<file path="config.mk">
export PLATFORM = sky130hd
export DESIGN_NAME = conv_window_scheduler
export DESIGN_NICKNAME = d
export VERILOG_FILES = /design/src/rtl/conv_pkg.sv /design/src/rtl/sched_delay_line.sv /design/src/rtl/conv_window_scheduler.sv
export SDC_FILE = /design/constraint.sdc
export NUM_CORES = 1
export LEC_CHECK = 0
export CORE_MARGIN = 2
export CORE_UTILIZATION = 35
export CTS_BUF_LIST = sky130_fd_sc_hd__clkbuf_4 sky130_fd_sc_hd__clkbuf_8 sky130_fd_sc_hd__clkbuf_16
export CTS_CLUSTER_SIZE = 16
export DETAILED_ROUTE_END_ITERATION = 12
export PLACE_DENSITY = 0.71
export SYNTH_ARGS = -nofsm -noshare
export SYNTH_HDL_FRONTEND = slang
export SYNTH_SLANG_ARGS = --single-unit
</file>
<file path="constraint.sdc">
create_clock -name clk -period 2.8 [get_ports clk]
set_input_delay 0.84 -clock clk [delete_from_list [all_inputs] [get_ports clk]]
set_output_delay 0.84 -clock clk [all_outputs]
set_load 0.005 [all_outputs]
</file>
<file path="src/rtl/conv_pkg.sv">
// Shared constants, state encoding and result-address type for the first-stage
// convolution window scheduler.
package conv_pkg;

  localparam int IMG_DIM = 8;
  localparam int K_DIM   = 3;
  localparam int OUT_DIM = IMG_DIM - K_DIM + 1;
  localparam int N_FILT  = 4;
  localparam int POS_W   = 6;
  localparam int FILT_W  = 2;
  localparam int COORD_W = 3;

  typedef enum logic [2:0] {
    IDLE,
    WAIT_DATA,
    RUN,
    DRAIN,
    DONE
  } sched_state_t;

  typedef logic [FILT_W+POS_W-1:0] res_addr_t;

  // Linear output position inside one filter plane; max 35 fits POS_W bits.
  function automatic logic [POS_W-1:0] pos_of(input logic [COORD_W-1:0] row,
                                              input logic [COORD_W-1:0] col);
    return POS_W'(row) * POS_W'(OUT_DIM) + POS_W'(col);
  endfunction

endpackage

</file>
<file path="src/rtl/sched_delay_line.sv">
// MAC-latency matching shift register: valid bit plus payload, all stages share
// one enable so a stall freezes the whole line.
module sched_delay_line #(
  parameter int DEPTH = 1,
  parameter int W     = 8
) (
  input  logic         clk_i,
  input  logic         rst_n_i,
  input  logic         en_i,
  input  logic         vld_i,
  input  logic [W-1:0] dat_i,
  output logic         vld_o,
  output logic [W-1:0] dat_o,
  output logic         pend_o
);

  // Stage DEPTH-1 is the entry, stage 0 drives the outputs.
  logic [DEPTH-1:0] vld_q;
  logic [W-1:0]     dat_q [DEPTH];

  always_ff @(posedge clk_i) begin
    if (!rst_n_i) begin
      vld_q <= '0;
      for (int i = 0; i < DEPTH; i++) dat_q[i] <= '0;
    end else if (en_i) begin
      vld_q[DEPTH-1] <= vld_i;
      dat_q[DEPTH-1] <= dat_i;
      for (int i = 0; i < DEPTH - 1; i++) begin
        vld_q[i] <= vld_q[i+1];
        dat_q[i] <= dat_q[i+1];
      end
    end
  end

  assign vld_o  = vld_q[0];
  assign dat_o  = dat_q[0];
  // Something still in flight behind the output stage.
  assign pend_o = |(vld_q >> 1);

endmodule

</file>
<file path="src/rtl/conv_window_scheduler.sv">
// Walks the 3x3 window over all output positions per filter and emits delayed
// result-BRAM writes; CONV_SCHED_PERF_EN adds stall/pass cycle counters.
module conv_window_scheduler
  import conv_pkg::*;
#(
  parameter int MAC_LAT = 1
) (
  input  logic                    clk,
  input  logic                    reset,
  input  logic                    start,
  input  logic                    data_rdy,
  input  logic                    stall,
  output logic                    busy,
  output logic                    done,
  output logic [COORD_W-1:0]      win_row,
  output logic [COORD_W-1:0]      win_col,
  output logic [FILT_W-1:0]       filt_sel,
  output logic                    win_valid,
  output logic                    wr_en,
  output logic [FILT_W+POS_W-1:0] wr_addr
`ifdef CONV_SCHED_PERF_EN
  ,
  output logic [15:0]             stall_cycles,
  output logic [15:0]             pass_cycles
`endif
);

  sched_state_t        state_q, state_d;
  logic [COORD_W-1:0]  row_q, row_d;
  logic [COORD_W-1:0]  col_q, col_d;
  logic [FILT_W-1:0]   filt_q, filt_d;
  logic                issue;
  logic                start_acc;
  logic                dl_vld;
  logic                dl_pend;
  res_addr_t           dl_dat;
  res_addr_t           issue_addr;

  always_ff @(posedge clk) begin
    if (!reset) begin
      state_q <= IDLE;
      row_q   <= '0;
      col_q   <= '0;
      filt_q  <= '0;
    end else begin
      state_q <= state_d;
      row_q   <= row_d;
      col_q   <= col_d;
      filt_q  <= filt_d;
    end
  end

  always_comb begin
    state_d   = state_q;
    row_d     = row_q;
    col_d     = col_q;
    filt_d    = filt_q;
    issue     = 1'b0;
    start_acc = 1'b0;
    case (state_q)
      IDLE: begin
        if (start) begin
          state_d   = WAIT_DATA;
          start_acc = 1'b1;
          row_d     = '0;
          col_d     = '0;
          filt_d    = '0;
        end
      end
      WAIT_DATA: begin
        if (data_rdy) state_d = RUN;
      end
      RUN: begin
        if (!stall) begin
          issue = 1'b1;
          // Column fastest, then row, then filter; the final window ends the walk.
          if (col_q == COORD_W'(OUT_DIM - 1)) begin
            col_d = '0;
            if (row_q == COORD_W'(OUT_DIM - 1)) begin
              row_d = '0;
              if (filt_q == FILT_W'(N_FILT - 1)) begin
                filt_d  = '0;
                state_d = DRAIN;
              end else begin
                filt_d = filt_q + 1'b1;
              end
            end else begin
              row_d = row_q + 1'b1;
            end
          end else begin
            col_d = col_q + 1'b1;
          end
        end
      end
      DRAIN: begin
        // Leave once the output stage holds the last write and nothing is behind it.
        if (!stall && !dl_pend) state_d = DONE;
      end
      DONE: begin
        state_d = IDLE;
      end
      default: begin
        state_d = IDLE;
      end
    endcase
  end

  assign issue_addr = {filt_q, pos_of(row_q, col_q)};

  sched_delay_line #(
    .DEPTH (MAC_LAT),
    .W     (FILT_W + POS_W)
  ) u_delay (
    .clk_i   (clk),
    .rst_n_i (reset),
    .en_i    (!stall),
    .vld_i   (issue),
    .dat_i   (issue_addr),
    .vld_o   (dl_vld),
    .dat_o   (dl_dat),
    .pend_o  (dl_pend)
  );

  assign busy      = (state_q == WAIT_DATA) || (state_q == RUN) || (state_q == DRAIN);
  assign done      = (state_q == DONE);
  assign win_row   = row_q;
  assign win_col   = col_q;
  assign filt_sel  = filt_q;
  assign win_valid = issue;
  assign wr_en     = dl_vld && !stall;
  assign wr_addr   = dl_dat;

`ifdef CONV_SCHED_PERF_EN
  logic [15:0] stall_cnt_q;
  logic [15:0] pass_cnt_q;

  always_ff @(posedge clk) begin
    if (!reset) begin
      stall_cnt_q <= '0;
      pass_cnt_q  <= '0;
    end else if (start_acc) begin
      stall_cnt_q <= '0;
      pass_cnt_q  <= '0;
    end else begin
      if ((state_q == RUN || state_q == DRAIN) && stall && stall_cnt_q != 16'hFFFF)
        stall_cnt_q <= stall_cnt_q + 16'd1;
      // Every non-idle cycle up to and including the done pulse.
      if (state_q != IDLE && pass_cnt_q != 16'hFFFF)
        pass_cnt_q <= pass_cnt_q + 16'd1;
    end
  end

  assign stall_cycles = stall_cnt_q;
  assign pass_cycles  = pass_cnt_q;
`endif

endmodule

</file>
# After elaboration in Yosys (flattened, before gate mapping)
# Memory sizes are Yosys's and may differ from the RTL's.
# Cells that the tools add are included.
# word_totals
reg_bits	12
ram_bits	8
mem_count	1
# mem_list
memory	depth	word_bits	read_ports	rd_clocked_by_memory_dff	wr	line	rtl
u_delay.dat_q	1	8	1	0	1	sched_delay_line.sv:19	logic [W-1:0] dat_q [DEPTH];
# classes
add_sub_neg	4
multipliers	1
eq_ne	14
muxes	29
reduce_logical	11
# ops
cell	count
two-way mux 3 bit	13
!= test 2 bit (second input constant)	7
case mux 3 bit (2 select lines)	2
case mux 3 bit (4 select lines)	1
two-way mux 2 bit	5
equality test 3 bit (second input constant)	3
two-way mux 8 bit	1
OR reduction 8 bit	1
AND reduction 7 bit	1
adder 3 x 1 -> 3 bit (second input constant)	2
adder 6 x 3 -> 6 bit	1
equality test 3 x 2 -> 1 bit (second input constant)	2
two-way mux 1 bit	6
multiplier 3 x 2 -> 5 bit (second input constant)	1
AND reduction 5 bit	1
case mux 2 bit (2 select lines)	1
AND reduction 4 bit	1
equality test 3 x 1 -> 1 bit (second input constant)	1
logical NOT 3 bit	1
AND reduction 3 bit	1
adder 2 x 1 -> 2 bit (second input constant)	1
equality test 2 bit (second input constant)	1
logical OR 1 bit	2
nonzero test 2 bit	1
other kinds (2)	2

# Depth between registers and ports, before layout
# Gate-level depths: netlist (run 1).
# logic_depth
word_depth	6
mapped_depth	8
mapped_depth_nobuf	8

# Cells and area by module
# From an unflattened synthesis (run 1), not the netlist that was laid out.
# unflattened
hier_cells	125
area_unflattened_um2	1209.9
# by_module_without_submodules
module	n_inst	cells_per_inst	area_each_um2
conv_window_scheduler	1	102	854.6
sched_delay_line	1	23	355.3

# Worst setup path after synthesis (run 1)
# OpenSTA, ideal clock, no wires.
# synth_timing
kind	input -> output
start	input port stall
end	output port win_valid
arrival_time_ps	1384
required_time_ps	1960
path_slack_ps	576
stages	2
n_path_buf	1
cell_sequence	buf_4 nor4b_4
# synth_between
elab_chain_len	2
# synth_lines
item	line	rtl
start, declared	conv_window_scheduler.sv:12	input logic stall,
two-way mux 1 bit	conv_window_scheduler.sv:74	if (!stall) begin
two-way mux 1 bit	conv_window_scheduler.sv:60	case (state_q)
end, declared	conv_window_scheduler.sv:18	output logic win_valid,
# Every way passes these cells.

# Worst setup path in the final report (run 1)
# layout_timing
start	input port stall
end	output port wr_en
# layout_between
elab_chain_len	2
# layout_lines
item	line	rtl
logical NOT 1 bit	conv_window_scheduler.sv:130	assign wr_en = dl_vld && !stall;
logical AND 1 bit	conv_window_scheduler.sv:130	
end, declared	conv_window_scheduler.sv:19	output logic wr_en,
# Every way passes these cells.

==> insert_results.sql, run 1 <==
INSERT INTO impl_metrics (metric_group, metric, value, unit) VALUES
('run_status', 'status', 'finished clean', ''),
('drt', 'detail_route.first_pass.iterations', '4', ''),
('die', 'die-area', '3770', 'µm²'),
('synthesis', 'ys_ff_latch', '20', ''),
('placement', 'postPlaceCellArea', '1420', 'µm²'),
('synthesis', 'syn_area', '1150', 'µm²'),
('timing', 'timing.final.ws_setup', '93.2', 'ps'),
('grt', 'grt_antenna_before_repair', '0', ''),
('clocking', 'clockRootBuffer', 'sky130_fd_sc_hd__clkbuf_4', ''),
('synthesis', 'mean_instance_size_in_the_synthesized_netlist', '9.87', 'µm²'),
('setup_path', 'slowest_delay', '500', 'ps'),
('setup_path', 'worst-path-max-fanout', '8', ''),
('setup_path', 'reg2reg_from', 'win_row[1]', ''),
('timing', 'final_max_slew_viol_count', '0', ''),
('flow_run', 'max-cap-violations', '0', ''),
('clocking', 'cts_sinks', '20', ''),
('timing', 'finalSetupViolCount', '0', ''),
('clocking', 'cts.clk_slew.worst_paths', '110', 'ps'),
('setup_path', 'crit_arrival', '1870', 'ps'),
('die', 'chipHeight', '61.4', 'µm'),
('setup_path', 'required', '1960', 'ps'),
('grt', 'track_usage', '12.7', '%'),
('drt', 'route.antenna.remaining_nets', '0', ''),
('hold_path', 'worstHoldPathCells', '2', ''),
('grt', 'grt_pass1_wl', '3530', 'µm'),
('setup_path', 'critPathLaunchType', 'input port', ''),
('synthesis', 'yosys-top-cells-area', 'sky130_fd_sc_hd__dfxtp_1 (21%), sky130_fd_sc_hd__edfxtp_1 (21%), sky130_fd_sc_hd__ha_1 (7.6%)', ''),
('die', 'num_rows', '20', ''),
('power', 'max-vdd-ir-drop', '0.000143', 'V'),
('synthesis', 'ys.warnings.count', '0', ''),
('placement', 'hpwlAfterDp', '1690', 'µm'),
('clocking', 'clockBufferDepth', '2', ''),
('cells_and_area', 'nFillCells', '320', ''),
('synthesis', 'ys_seq_area_share', '41.6', '%'),
('timing', 'hold_viol', '0', ''),
('placement', 'place_inst', '181', ''),
('cells_and_area', 'n_antenna_cell', '0', ''),
('synthesis', 'most_used_standard_cells_in_the_synthesized_netlist', 'sky130_fd_sc_hd__dfxtp_1 (12), sky130_fd_sc_hd__nor2_1 (10), sky130_fd_sc_hd__inv_1 (9)', ''),
('synthesis', 'syn_inst', '117', ''),
('die', 'die_width', '61.4', 'µm'),
('die', 'design.portCount', '25', ''),
('synthesis', 'yosysTopAreaCell', 'sky130_fd_sc_hd__dfxtp_1', ''),
('cells_and_area', 'postLayoutCoreUtil', '46.9', '%'),
('clocking', 'htreeDepth', '1', ''),
('setup_path', 'reg2reg_depth', '6', ''),
('placement', 'dpl_worst_slack', '-193', 'ps'),
('synthesis', 'post-synth-top-count-cell', 'sky130_fd_sc_hd__dfxtp_1', ''),
('hold_path', 'min_path_type', 'flip-flop to flip-flop', ''),
('drt', 'routed_wl', '2170', 'µm'),
('power', 'leakage', '0.520', 'nW'),
('timing', 'setup_clock_skew_after_layout', '8.82', 'ps'),
('die', 'core_area', '3100', 'µm²'),
('clocking', 'post_cts_buffers', '0', ''),
('placement', 'port-buffer-count', '24', ''),
('setup_path', 'cell_class_contributing_the_biggest_share_of_worst_path_delay', 'buffers and inverters', ''),
('drt', 'drc', '0', ''),
('hold_path', 'timing.hold.worst.start', 'u_delay.vld_o', ''),
('clocking', 'tritoncts', 'built', ''),
('drt', 'vias_per_cell', '4.94', ''),
('synthesis', 'synth_top_area_share', '20.8', '%'),
('synthesis', 'synth_flop_cell', 'sky130_fd_sc_hd__dfxtp_1', ''),
('die', 'initial_core_util', '37.2', '%'),
('timing', 'grt_setup_unrepaired', 'no', ''),
('grt', 'first_global_vias', '819', ''),
('setup_path', 'crit_slowest_cell', 'sky130_fd_sc_hd__clkdlybuf4s50_1', ''),
('cells_and_area', 'final_area', '1450', 'µm²'),
('setup_path', 'timing_worst_setup_path_type', 'input port to primary output', ''),
('grt', 'grt-ovfl-total', '0', ''),
('clocking', 'cts-buffers-inserted', '3', ''),
('cells_and_area', 'layout-drive-gt1-share', '8.51', '%'),
('hold_path', 'min_to', 'u_delay.vld_o', '');
-- tightest hold or removal path, delay by kind of cell (launching register included) --
kind / cells / cell delay [ps]
AO/OA/AOI/OAI: 1 / 110
AND/OR/NAND/NOR: 1 / 50
flip-flops: 1 / 330
-- through the flow --
step	total power (W)	hold WS (ps)
after floorplan	0.000368	471
after global placement	0.000399	498
after detailed placement	0.000399	498
after CTS	0.000550	525
after global routing	0.000568	562
final	0.000544	526
-- flip-flops by register name, indices dropped and copies added, names as in the netlist --
name           cells
filt_sel           2
state_q            3
u_delay.dat_q      8
u_delay.vld_o      1
win_col            3
win_row            3
-- worst max-delay path by stage --
stage | start | endpoint | depth (start not counted)
floorplan | stall | win_valid | 2
CTS | stall | wr_en | 4
global route | stall | wr_en | 4
finish | stall | wr_en | 4
global placement | stall | win_valid | 3
detailed placement | stall | win_valid | 3
-- metal layers --
layer	part of all wire, %	global-route usage (%)
met2	48	20.8
met4	1.2	6.38
met5	0	0
met3	7.1	2.31
met1	44	16.0
-- area by class of cell --
type	instances	area [µm²]	area share, %
Tap cell	44	55.1	3.79
Sequential cell	20	480	33.0
Timing Repair Buffer	27	264	18.2
Inverter	9	33.8	2.32
Clock buffer	4	30.0	2.07
Multi-Input combinational cell	81	591	40.6
-- power breakdown --
part           switching, W  internal, W  total [W]  leakage, nW
Combinational     0.0000336    0.0000376  0.0000712        0.316
Sequential        0.0000103     0.000311   0.000321        0.186
Clock             0.0000860    0.0000651   0.000151       0.0184
-- placed cells by master (no fill, tap or decap), types with 3 or more instances in the layout --
| master | count |
|---|---|
| sky130_fd_sc_hd__a21oi_1 | 7 |
| sky130_fd_sc_hd__and2_1 | 6 |
| sky130_fd_sc_hd__clkbuf_4 | 4 |
| sky130_fd_sc_hd__clkdlybuf4s50_1 | 22 |
| sky130_fd_sc_hd__dfxtp_1 | 12 |
| sky130_fd_sc_hd__edfxtp_1 | 8 |
| sky130_fd_sc_hd__ha_1 | 7 |
| sky130_fd_sc_hd__inv_1 | 9 |
| sky130_fd_sc_hd__nand2_1 | 4 |
| sky130_fd_sc_hd__nand2b_1 | 4 |
| sky130_fd_sc_hd__nand3_1 | 6 |
| sky130_fd_sc_hd__nand4_1 | 3 |
| sky130_fd_sc_hd__nor2_1 | 10 |
| sky130_fd_sc_hd__nor2b_1 | 4 |
-- logic make-up after synthesis --
family	share of synthesized area (%)
AOI/OAI and AO/OA	12.6
buffers and inverters	7.26
xor gates and xnor gates	3.03
adders and majority gates	11.1
and+or+nand+nor	24.5
DFF	41.6
-- what timing repair did --
action	CTS	global route
gates resized for setup	3	0
hold buffers	0	0
setup endpoints to repair	2	0
No activity file was read; power rests on OpenSTA's default activity.
==> inputs of run 2 (changes only) <==
- SLEW_MARGIN: not set -> 10
==> results of run 2 <==
Final layout, timing and power as in run 1 (identical DEF).
==> inputs of run 3 (changes only) <==
- SETUP_SLACK_MARGIN: not set -> 0.05
==> run 3 against run 2 <==
Compared with the run above:
- non-clock buffer count stayed put
- via count decreased by 0.33%
- highest routed layer unchanged
- total power decreased by 0.17%
- clock power is essentially flat
- cell count is the same
- fmax increased by 8.0%
- routed wire length up 0.23%
- hold slack got worse by 2.2 ps
- global-route usage unchanged
- cell area grew 0.17%
- sequential share of layout area shrank 0.057 points
- largest power group unchanged
- critical path type unchanged
==> insert_results.sql, run 3 (same netlist as run 1, synthesis figures left out) <==
INSERT INTO impl_metrics (metric_group, metric, value, unit) VALUES
('hold_path', 'timing.hold.worst.start', 'u_delay.vld_o', ''),
('grt', 'first_global_vias', '819', ''),
('timing', 'max_freq', '399', 'MHz'),
('drt', 'vias_per_cell', '4.92', ''),
('timing', 'final_max_slew_viol_count', '0', ''),
('grt', 'grt-ovfl-total', '0', ''),
('run_status', 'status', 'finished clean', ''),
('timing', 'hold_viol', '0', ''),
('hold_path', 'min_path_type', 'flip-flop to flip-flop', ''),
('clocking', 'clockRootBuffer', 'sky130_fd_sc_hd__clkbuf_4', ''),
('clocking', 'tritoncts', 'built', ''),
('clocking', 'cts_sinks', '20', ''),
('clocking', 'clockBufferDepth', '2', ''),
('timing', 'finalSetupViolCount', '0', ''),
('cells_and_area', 'n_antenna_cell', '0', ''),
('grt', 'grt_max_degree', '12', ''),
('die', 'core_area', '3100', 'µm²'),
('power', 'power.density', '373', 'nW/µm²'),
('timing', 'timing.setup.tns', '0', 'ps'),
('cells_and_area', 'postLayoutCoreUtil', '46.9', '%'),
('cells_and_area', 'most_common_library_cell_in_the_layout_ignoring_fill_and_taps', 'sky130_fd_sc_hd__clkdlybuf4s50_1', ''),
('clocking', 'cts-buffers-inserted', '3', ''),
('cells_and_area', 'layout_common_cells', 'sky130_fd_sc_hd__clkdlybuf4s50_1 (21), sky130_fd_sc_hd__dfxtp_1 (12), sky130_fd_sc_hd__nor2_1 (10), sky130_fd_sc_hd__inv_1 (9), sky130_fd_sc_hd__edfxtp_1 (8)', ''),
('drt', 'drc', '0', ''),
('timing', 'tightestPinTransition', '464', 'ps'),
('timing', 'grt_setup_unrepaired', 'no', ''),
('timing', 'setup_clock_skew_after_layout', '9.37', 'ps'),
('placement', 'place_inst', '181', ''),
('grt', 'track_usage', '12.7', '%'),
('power', 'max-vdd-ir-drop', '0.000143', 'V'),
('setup_path', 'crit_arrival', '1670', 'ps'),
('cells_and_area', 'most_flop_heavy_register', 'u_delay.dat_q', ''),
('setup_path', 'timing.critical_path.cells', 'dlygate4sd2_1 > nor4b_4 > dlygate4sd2_1', ''),
('drt', 'detail_route.first_pass.iterations', '4', ''),
('setup_path', 'worst-path-max-fanout', '2', ''),
('flow_run', 'max-cap-violations', '0', ''),
('timing', 'period_share', '89.5', '%'),
('die', 'initial_core_util', '37.2', '%'),
('setup_path', 'type_of_destination_of_the_critical_path', 'primary output', ''),
('setup_path', 'cpMostUsedCell', 'sky130_fd_sc_hd__dlygate4sd2_1', ''),
('grt', 'grt_pass1_wl', '3530', 'µm'),
('hold_path', 'min_to', 'u_delay.vld_o', ''),
('timing', 'hold-worst-slack', '523', 'ps'),
('setup_path', 'slowest_delay', '290', 'ps'),
('die', 'chipHeight', '61.4', 'µm'),
('cells_and_area', 'area_growth', '26.1', '%'),
('power', 'leakage', '0.539', 'nW'),
('timing', 'relSlewSlack', '69.1', '%'),
('cells_and_area', 'layout-drive-gt1-share', '8.51', '%'),
('drt', 'wl_per_cell', '11.7', 'µm'),
('placement', 'port-buffer-count', '24', ''),
('hold_path', 'worstHoldPathCells', '2', ''),
('setup_path', 'critPathLaunchType', 'input port', ''),
('setup_path', 'reg2reg_depth', '6', ''),
('grt', 'grt_antenna_before_repair', '0', ''),
('cells_and_area', 'largest_register_ffs', '8', ''),
('clocking', 'htreeDepth', '1', ''),
('clocking', 'cts.clk_slew.worst_paths', '110', 'ps'),
('cells_and_area', 'layout.cells.non_filler', '185', ''),
('setup_path', 'reg2reg_from', 'win_row[1]', ''),
('die', 'die_width', '61.4', 'µm'),
('placement', 'gp_congestion', '0.782', ''),
('die', 'design.portCount', '25', ''),
('setup_path', 'timing_worst_setup_path_type', 'input port to primary output', ''),
('placement', 'hpwlAfterDp', '1690', 'µm'),
('clocking', 'worstSkewPairLatency', '300', 'ps'),
('drt', 'dr_total_vias', '911', ''),
('clocking', 'post_cts_buffers', '0', ''),
('cells_and_area', 'layout.nets', '156', ''),
('die', 'die-area', '3770', 'µm²'),
('setup_path', 'reg2reg_setup_slack', '800', 'ps'),
('drt', 'routed_wl', '2170', 'µm'),
('setup_path', 'crit_slowest_cell', 'sky130_fd_sc_hd__nor4b_4', ''),
('drt', 'route.antenna.remaining_nets', '0', ''),
('die', 'num_rows', '20', ''),
('drt', 'detail_route.iter0.violations', '18', ''),
('setup_path', 'timing.rr.end', 'u_delay.dat_q[0][5]', ''),
('setup_path', 'required', '1960', 'ps'),
('timing', 'timing.final.crit_period', '2510', 'ps');
run 3: changes by cell type in the layout (fill, tap and decap cells not counted):
cell / previous run / this run
sky130_fd_sc_hd__clkdlybuf4s50_1: 22 / 21
sky130_fd_sc_hd__dlymetal6s2s_1: 0 / 1
run 3: timing repair:
action / in CTS / in global routing
setup endpoints to repair: 2 / 1
gates resized for setup: 3 / 1
hold buffers: 0 / 0
run 3: routing by layer:
metal  part of all wire (%)  GRT usage (%)
met5                      0              0
met4                    1.6           6.38
met3                    5.5           2.31
met2                     47           20.8
met1                     45           16.0
run 3: through the flow:
stage,setup slack [ps],instance area [µm²],total power [W]
3_5_place_dp,-193,1420,0.000399
2_1_floorplan,576,1150,0.000368
6_report,295,1460,0.000543
3_3_place_gp,-189,1420,0.000399
4_1_cts,81.9,1450,0.000550
5_1_grt,238,1460,0.000568
run 3: final cells by class:
class | instances | area, µm²
fill | 323 | 1650
multi-input combinational | 81 | 591
sequential | 20 | 480
timing repair buffer | 27 | 267
tap | 44 | 55.1
inverter | 9 | 33.8
clock buffer | 4 | 30.0
run 3: worst max-delay path: cells and delay by family:
| kind | cells | cell delay (ps) |
|---|---|---|
| buf+inv | 2 | 530 |
| simple gates | 1 | 290 |
run 3: where the power goes:
part,switching (W),total (W),internal [W]
combinational,0.0000337,0.0000713,0.0000375
clock,0.0000851,0.000150,0.0000651
sequential,0.0000103,0.000321,0.000311
run 3: how the worst max path moves through the flow:
stage               startpoint         to  slack [ps]  depth (start not counted)
floorplan                stall  win_valid         580                          2
global placement         stall  win_valid        -190                          3
detailed placement       stall  win_valid        -190                          3
CTS                      stall      wr_en          80                          4
global route             stall  win_valid         240                          3
finish                   stall  win_valid         290                          3
